File: src/rtl/riscv_pkg.sv
// Shared definitions for the program loader: FSM state encodings and default I-memory depth.
package riscv_pkg;

    localparam int PL_DEPTH_DEFAULT = 1024;

    typedef enum logic [2:0] {
        S_IDLE = 3'd0,
        S_HDR0 = 3'd1,
        S_HDR1 = 3'd2,
        S_DATA = 3'd3,
        S_WR   = 3'd4,
        S_RUN  = 3'd5,
        S_ERR  = 3'd6
    } loader_state_t;

endpackage

File: src/rtl/prog_word_asm.sv
// Little-endian byte-lane assembler: shifts bytes in from the top so the first byte
// lands in bits 7:0 once four bytes have been taken.
module prog_word_asm (
    input  logic        CLK,
    input  logic        RSTn,
    input  logic        clr,
    input  logic        byte_vld,
    input  logic [7:0]  byte_in,
    output logic [31:0] word,
    output logic        word_rdy
);

    logic [1:0]  lane_q, lane_d;
    logic [31:0] shreg_q, shreg_d;

    always_ff @(posedge CLK) begin
        if (!RSTn) begin
            lane_q  <= 2'd0;
            shreg_q <= 32'd0;
        end else begin
            lane_q  <= lane_d;
            shreg_q <= shreg_d;
        end
    end

    always_comb begin
        lane_d  = lane_q;
        shreg_d = shreg_q;
        if (clr) begin
            lane_d = 2'd0;
        end else if (byte_vld) begin
            shreg_d = {byte_in, shreg_q[31:8]};
            lane_d  = lane_q + 2'd1;
        end
    end

    // Asserted on the transfer that completes the word, so the FSM can enter WR next cycle.
    assign word_rdy = byte_vld && !clr && (lane_q == 2'd3);
    assign word     = shreg_q;

endmodule

File: src/rtl/prog_loader.sv
// Streams a length-prefixed program into I-memory, then releases the core and hands
// the memory port over to its instruction fetch.
//
// state | meaning
// IDLE  | waiting for START
// HDR0  | taking word count low byte
// HDR1  | taking word count high byte, range check
// DATA  | assembling a word from four bytes
// WR    | single-cycle I-memory write
// RUN   | core out of reset, owns the memory port (terminal)
// ERR   | count exceeded DEPTH (terminal until reset)
module prog_loader
    import riscv_pkg::*;
#(
    parameter int DEPTH = PL_DEPTH_DEFAULT
) (
    input  logic        CLK,
    input  logic        RSTn,
    input  logic        START,
    input  logic        IN_VALID,
    input  logic [7:0]  IN_DATA,
    output logic        IN_READY,
    input  logic        CORE_I_MEM_CSN,
    input  logic [11:0] CORE_I_MEM_ADDR,
    output logic        I_MEM_CSN,
    output logic        I_MEM_WEN,
    output logic [3:0]  I_MEM_BE,
    output logic [11:0] I_MEM_ADDR,
    output logic [31:0] I_MEM_DOUT,
    output logic        CORE_RSTn,
    output logic        DONE,
    output logic        ERR
);

    loader_state_t state_q, state_d;
    logic [15:0]   count_q, count_d;
    logic [15:0]   index_q, index_d;
    logic [15:0]   hdr_count;
    logic          asm_clr;
    logic          asm_vld;
    logic [31:0]   asm_word;
    logic          asm_rdy;

    always_ff @(posedge CLK) begin
        if (!RSTn) begin
            state_q <= S_IDLE;
            count_q <= 16'd0;
            index_q <= 16'd0;
        end else begin
            state_q <= state_d;
            count_q <= count_d;
            index_q <= index_d;
        end
    end

    assign hdr_count = {IN_DATA, count_q[7:0]};
    assign asm_vld   = (state_q == S_DATA) && IN_VALID;

    prog_word_asm u_word_asm (
        .CLK      (CLK),
        .RSTn     (RSTn),
        .clr      (asm_clr),
        .byte_vld (asm_vld),
        .byte_in  (IN_DATA),
        .word     (asm_word),
        .word_rdy (asm_rdy)
    );

    always_comb begin
        state_d    = state_q;
        count_d    = count_q;
        index_d    = index_q;
        asm_clr    = 1'b0;
        IN_READY   = 1'b0;
        I_MEM_CSN  = 1'b1;
        I_MEM_WEN  = 1'b1;
        I_MEM_BE   = 4'b0000;
        I_MEM_ADDR = 12'd0;
        I_MEM_DOUT = 32'd0;
        CORE_RSTn  = 1'b0;
        DONE       = 1'b0;
        ERR        = 1'b0;

        case (state_q)
            S_IDLE: begin
                if (START) state_d = S_HDR0;
            end
            S_HDR0: begin
                IN_READY = 1'b1;
                if (IN_VALID) begin
                    count_d[7:0] = IN_DATA;
                    state_d      = S_HDR1;
                end
            end
            S_HDR1: begin
                IN_READY = 1'b1;
                if (IN_VALID) begin
                    count_d[15:8] = IN_DATA;
                    if (hdr_count == 16'd0) begin
                        state_d = S_RUN;
                    end else if (32'(hdr_count) > DEPTH) begin
                        state_d = S_ERR;
                    end else begin
                        index_d = 16'd0;
                        asm_clr = 1'b1;
                        state_d = S_DATA;
                    end
                end
            end
            S_DATA: begin
                IN_READY = 1'b1;
                if (asm_rdy) state_d = S_WR;
            end
            S_WR: begin
                I_MEM_CSN  = 1'b0;
                I_MEM_WEN  = 1'b0;
                I_MEM_BE   = 4'b1111;
                I_MEM_ADDR = {index_q[9:0], 2'b00};
                I_MEM_DOUT = asm_word;
                index_d    = index_q + 16'd1;
                state_d    = (index_q == count_q - 16'd1) ? S_RUN : S_DATA;
            end
            S_RUN: begin
                I_MEM_CSN  = CORE_I_MEM_CSN;
                I_MEM_ADDR = CORE_I_MEM_ADDR;
                CORE_RSTn  = 1'b1;
                DONE       = 1'b1;
            end
            S_ERR: begin
                ERR = 1'b1;
            end
            default: begin
                state_d = S_IDLE;
            end
        endcase
    end

endmodule

File: config.mk
export PLATFORM = sky130hd
export DESIGN_NAME = prog_loader
export DESIGN_NICKNAME = d
export VERILOG_FILES = /design/src/rtl/riscv_pkg.sv /design/src/rtl/prog_word_asm.sv /design/src/rtl/prog_loader.sv
export SDC_FILE = /design/constraint.sdc
export NUM_CORES = 1
export LEC_CHECK = 0
export ABC_AREA = 1
export CAP_MARGIN = 15
export CORE_MARGIN = 3
export CORE_UTILIZATION = 58
export CTS_CLUSTER_DIAMETER = 200
export CTS_CLUSTER_SIZE = 10
export DETAILED_ROUTE_END_ITERATION = 7
export GPL_TIMING_DRIVEN = 0
export PLACE_DENSITY_LB_ADDON = 0.08
export SETUP_SLACK_MARGIN = 0.2
export SYNTH_ARGS = -nofsm -noshare
export SYNTH_HDL_FRONTEND = slang
export SYNTH_HIERARCHICAL = 1
export SYNTH_SLANG_ARGS = --single-unit
File: constraint.sdc
create_clock -name CLK -period 5.9 [get_ports CLK]
set_clock_uncertainty 0.1 [all_clocks]
set_input_delay 1.18 -clock CLK [delete_from_list [all_inputs] [get_ports CLK]]
set_output_delay 1.18 -clock CLK [all_outputs]
set_load 0.02 [all_outputs]
After elaboration in Yosys (flattened, before gate mapping)
Cells that the tools add are included.
{ "totals": {"in_bits": 25, "reg_bits": 69, "output_inout_bits": 54} }
{ "classes": {"bitwise_logic": 3, "n_addsub": 3, "eq_ne": 14, "muxes": 24, "reduce_logical": 15, "n_lt_le_gt_ge": 1} }
{ "ops": {"columns": ["op", "count"], "rows": [
  ["$mux W16", 3],
  ["$mux W32", 1],
  ["$pmux W16 S2", 1],
  ["$pmux W12 S2", 1],
  ["$mux W3", 7],
  ["$pmux W3 S6", 1],
  ["$add A16 B1 Y16 const B", 1],
  ["$eq A16 B16 Y1", 1],
  ["$gt A16 B11 Y1 const B", 1],
  ["$logic_not A16 Y1", 1],
  ["$sub A16 B1 Y16 const B", 1],
  ["$ne A2 B2 Y1 const B", 6],
  ["$eq A3 B3 Y1 const B", 3],
  ["$mux W1", 8],
  ["$eq A3 B2 Y1 const B", 2],
  ["$reduce_and A2 Y1", 3],
  ["$reduce_and A5 Y1", 1],
  ["$mux W4", 1],
  ["$reduce_and A4 Y1", 1],
  ["$reduce_or A2 Y1", 2],
  ["$eq A3 B1 Y1 const B", 1],
  ["$logic_and A1 B1 Y1", 3],
  ["$logic_not A3 Y1", 1],
  ["$not A1 Y1", 3],
  ["6 further kinds", 6]
]} }

Depth between registers and ports, before layout
{ "depth": {"ltp_word": 10, "ltp_mapped": 16} }

Hierarchy
Netlist, hierarchy kept.
{ "by_module_without_submodules": {"columns": ["module", "area_each_um2", "seq_area_each_um2", "cells_each", "n_inst"], "rows": [
  ["prog_loader", 2967.8, 700.7, 526, 1],
  ["prog_word_asm", 1466.4, 680.7, 219, 1]
]} }

Worst setup path after synthesis
Ideal clock, no wire load.
{ "synth_path": {"kind": "in2reg", "from": "input port IN_DATA[0]", "to": "register state_q[0]", "setup_slack_ns": 2.869, "setup_time_ns": 0.122, "n_path_buf": 1, "arrival_time_ns": 2.809, "t_required_ns": 5.678, "cell_stages": 15, "cell_sequence": "nor2_1 -> inv_1 -> nor2_1 -> nand2_4 -> a21oi_4 -> nand2_2 -> nor2_4 -> inv_2 -> buf_2 -> and3_1 -> o221ai_1 -> o21bai_1 -> inv_1 -> o21ai_0 -> a31oi_1"} }
{ "synth_between": {"elab_chain_cells": 10} }
{ "synth_rtl": {"columns": ["element", "line", "source"], "rows": [
  ["from (decl)", "prog_loader.sv:21", "input logic [7:0] IN_DATA,"],
  ["$gt A16 B11 Y1", "prog_loader.sv:101", "end else if (32'(hdr_count) > DEPTH) begin"],
  ["$mux W1", "prog_loader.sv:101", null],
  ["$mux W1 *", "prog_loader.sv:99", "if (hdr_count == 16'd0) begin"],
  ["$mux W1 *", "prog_loader.sv:97", "if (IN_VALID) begin"],
  ["$mux W1 *", "prog_loader.sv:84", "case (state_q)"],
  ["net asm_clr", "prog_loader.sv:39", "logic asm_clr;"],
  ["$logic_not A1 Y1 *", "prog_word_asm.sv:38", "assign word_rdy = byte_vld && !clr && (lane_q == 2'd3);"],
  ["$logic_and A1 B1 Y1 * (2 in series)", "prog_word_asm.sv:38", null],
  ["net asm_rdy", "prog_loader.sv:42", "logic asm_rdy;"],
  ["$ne A2 B2 Y1 (no source line) *", null, null],
  ["$reduce_and A5 Y1 (no source line) *", null, null],
  ["to (signal assigned)", "prog_loader.sv:50", "state_q <= state_d;"],
  ["to (decl)", "prog_loader.sv:35", "loader_state_t state_q, state_d;"]
]} }
Mark *: on every way through the listed nets, which the timed path passes. The rest lies on a longest branch. The select of a mux whose other input is x is not followed.
A chain may end at the register's enable or synchronous reset.

Final worst setup path
{ "layout_path": {"from": "register state_q[0]", "to": "output port I_MEM_ADDR[5]"} }
{ "layout_between": {"elab_chain_cells": 2} }
{ "layout_rtl": {"columns": ["element", "line", "source"], "rows": [
  ["$eq A3 B3 Y1", "prog_loader.sv:84", null],
  ["$pmux W12 S2 *", "prog_loader.sv:84", null],
  ["to (decl)", "prog_loader.sv:28", "output logic [11:0] I_MEM_ADDR,"]
]} }
Every way passes the cells marked *; elsewhere a longest branch is shown, timed or not.

==> flow_metrics.py <==
metrics = {
    "status": {
        "status": "complete, no violations",
    },
    "placed_design": {
        "dp_hpwl_um": 9250,
        "portBuffers": 77,
        "place_congestion": 0.953,
        "dp.cells": 921,
    },
    "floorplan": {
        "dieArea_um2": 8730,
        "coreArea_um2": 7330,
        "row_count": 31,
        "die_width_um": 93.4,
        "start_util_pct": 60.5,
        "ios": 79,
        "die_height_um": 93.4,
    },
    "run": {
        "cap_viol_max_count": 0,
    },
    "synthesis": {
        "synthesis.nets": 773,
        "synth_top_cell_by_area": "dfxtp_1",
        "synth-compound-area-share_pct": 7.59,
        "synth-seq-cells": 69,
        "synthAdderAreaFrac_pct": 0.847,
        "ys_async_sr_fraction_pct": 0,
        "synth_area_um2": 4430,
        "ys_seq_area_share_pct": 31.2,
        "postSynthCellCount": 745,
        "synth.avg_cell_area_um2": 5.95,
        "synth_warnings": 6,
        "synth_common_cells": "nor2_1, nand2_1, inv_1",
        "synth.top_cell.area_share_pct": 31.2,
        "yosysMostFrequentCell": "nor2_1",
        "synth.area.mux_share_pct": 0,
        "synthFlopType": "dfxtp_1",
        "synth_xor_area_share_pct": 3.75,
        "synth-simple-area-share_pct": 42.5,
        "yosys-top-cells-area": "dfxtp_1, nor2_1, nand2_1, inv_1, nand3_1",
        "synth_cell_types": 35,
        "synth-edff-count": 0,
        "synth_top_family_by_area": "simple AND/OR/NAND/NOR gates",
    },
    "routing": {
        "drt_wl_total_um": 12300,
        "viasPerCell": 5.15,
        "drc": 0,
        "post_drt_wl_per_cell_um": 13.1,
        "drt_pass1_iterations": 7,
        "drtIter0Drc": 310,
        "antenna_left": 0,
        "num_vias": 4825,
    },
    "layout": {
        "drive_gt1_share_pct": 7.16,
        "n_antenna_cell": 0,
        "fill_cells": 565,
        "fin_nets": 861,
        "synthToLayoutAreaGrowth_pct": 25.2,
        "layout.cells.non_filler": 937,
    },
    "timing": {
        "tightest_slew_ns": 0.716,
        "report.final.slew_viol_count": 0,
        "finalHoldViolCount": 0,
        "finalSetupTns_ns": 0,
        "fin_crit_ns": 4.04,
        "setup_violations": 0,
        "fmax_mhz": 248,
        "fin_crit_sh_pct": 68.4,
        "rsz0062_at_grt": "false",
        "relSlewSlack_pct": 52.3,
    },
    "worst_hold_path": {
        "hold_class": "reg -> reg",
    },
    "power": {
        "vdd_drop_max_mv": 0.179,
        "leakagePower_nw": 2.35,
        "power.density_nw_per_um2": 338,
    },
    "cts": {
        "cts_buffer_depth": 2,
        "cts_tree": "done",
        "cts_setup_buffers": 0,
        "cts_buffers": 9,
        "post_cts_resized": 0,
        "clk_latency_ns": 0.35,
        "clock-sinks": 69,
        "h-tree-depth": 3,
        "clkTransAtPathRegs_ns": 0.08,
        "ctsHoldBuffers": 0,
        "cts_root_buffer": "clkbuf_8",
    },
    "grt": {
        "grt_max_degree": 14,
        "grt_pass1_vias": 4512,
        "grt_pass1_wl_um": 20000,
        "antenna_found_initial": 0,
        "grt_use_total_pct": 28.4,
        "overflow": 0,
    },
    "setup_path": {
        "crit_type": "reg -> out",
        "required_ns": 4.62,
        "critPathArrivalTime_ns": 2.76,
        "end_kind": "primary output",
        "cp-start-kind": "flop",
        "critPathMaxFanout": 10,
    },
}
-- state kept, by name (all words and copies together), names as in the netlist --
signal / flops
index_q: 16
count_q: 16
u_word_asm/word: 32
u_word_asm/lane_q: 2
state_q: 3
-- through the flow --
stage	cell area (um^2)	total power, mW	setup slack, ns	util [%]	hold WS [ns]
2_1_floorplan	4430	1.23	2.87	-	0.340
4_1_cts	5550	1.87	1.87	75.7	0.388
6_report	5550	1.88	1.86	75.7	0.386
3_5_place_dp	5330	1.44	2.06	72.7	0.353
5_1_grt	5550	2.02	1.63	75.7	0.406
3_3_place_gp	5330	1.40	2.16	72.7	0.349
-- power breakdown --
| part | switching (mW) | internal (mW) |
|---|---|---|
| clock network | 0.187 | 0.249 |
| registers | 0.0554 | 0.520 |
| logic | 0.556 | 0.310 |
-- layer usage --
metal	up-vias	wire, um	GRT usage [%]	share of wire, %
met5	-	0	0	0
met4	0	420	13.6	3.4
met3	39	773	5.39	6.3
met2	175	6040	51.0	49
met1	2161	5040	32.1	41
li1	2450	-	-	-
-- layout by cell type (no fill, tap or decap), types with 2 or more instances in the layout --
cell,synthesis,final
xor2_1,11,11
o21ai_0,30,30
nand3_1,56,56
clkbuf_8,0,10
o21bai_1,2,2
inv_1,116,116
buf_1,2,2
buf_2,12,12
nor2_1,171,171
nor2_8,2,2
nor3_1,11,11
nand3b_1,3,3
clkdlybuf4s50_1,0,77
nand2_2,3,3
nor2_4,4,4
nand2_1,167,167
dfxtp_1,69,69
inv_2,4,4
clkbuf_1,8,8
nor4_1,4,4
clkinv_2,0,2
bufinv_16,0,2
buf_4,8,8
nand2_4,2,2
a21oi_1,28,28
ha_1,3,3
nand4_1,5,5
clkinv_1,2,2
xnor2_1,8,8
or2_0,2,2
nor2_2,4,4
-- worst max-delay path, cell delays in order (launching register included) --
cell and delay (ns):
dfxtp_1 0.30, buf_2 0.16, nor2_1 0.17, inv_1 0.11, nor2_2 0.15, clkinv_1 0.32, clkbuf_1 0.34, o21ai_0 0.22
clkdlybuf4s50_1 0.63
-- kinds of logic after synthesis --
family                   Yosys count
AO/OA/AOI/OAI                     63
AND/OR/NAND/NOR                  438
adder cells (fa/ha/maj)            3
flip-flops                        69
XOR/XNOR                          19
buffers and inverters            153
-- area by class of cell --
| class | count | area (um^2) | share of cell area, % |
|---|---|---|---|
| well taps | 99 | 124 | 2.23 |
| clock buffers | 10 | 138 | 2.48 |
| flip-flops and latches | 69 | 1380 | 24.9 |
| clock inverters | 6 | 86.3 | 1.55 |
| inverters | 122 | 458 | 8.25 |
| plain buffers | 31 | 169 | 3.04 |
| multi-input cells | 523 | 2430 | 43.7 |
| repair buffers | 77 | 771 | 13.9 |
-- final timing paths --
check,start,to,slack (ns),cells after the start
min reg2reg,u_word_asm/word[2],u_word_asm/word[2],0.39,2
min,u_word_asm/word[2],u_word_asm/word[2],0.39,2
max,state_q[0],I_MEM_ADDR[5],1.86,8
max reg2reg,count_q[0],state_q[0],3.02,16
Power figures use the tool's default switching activity.
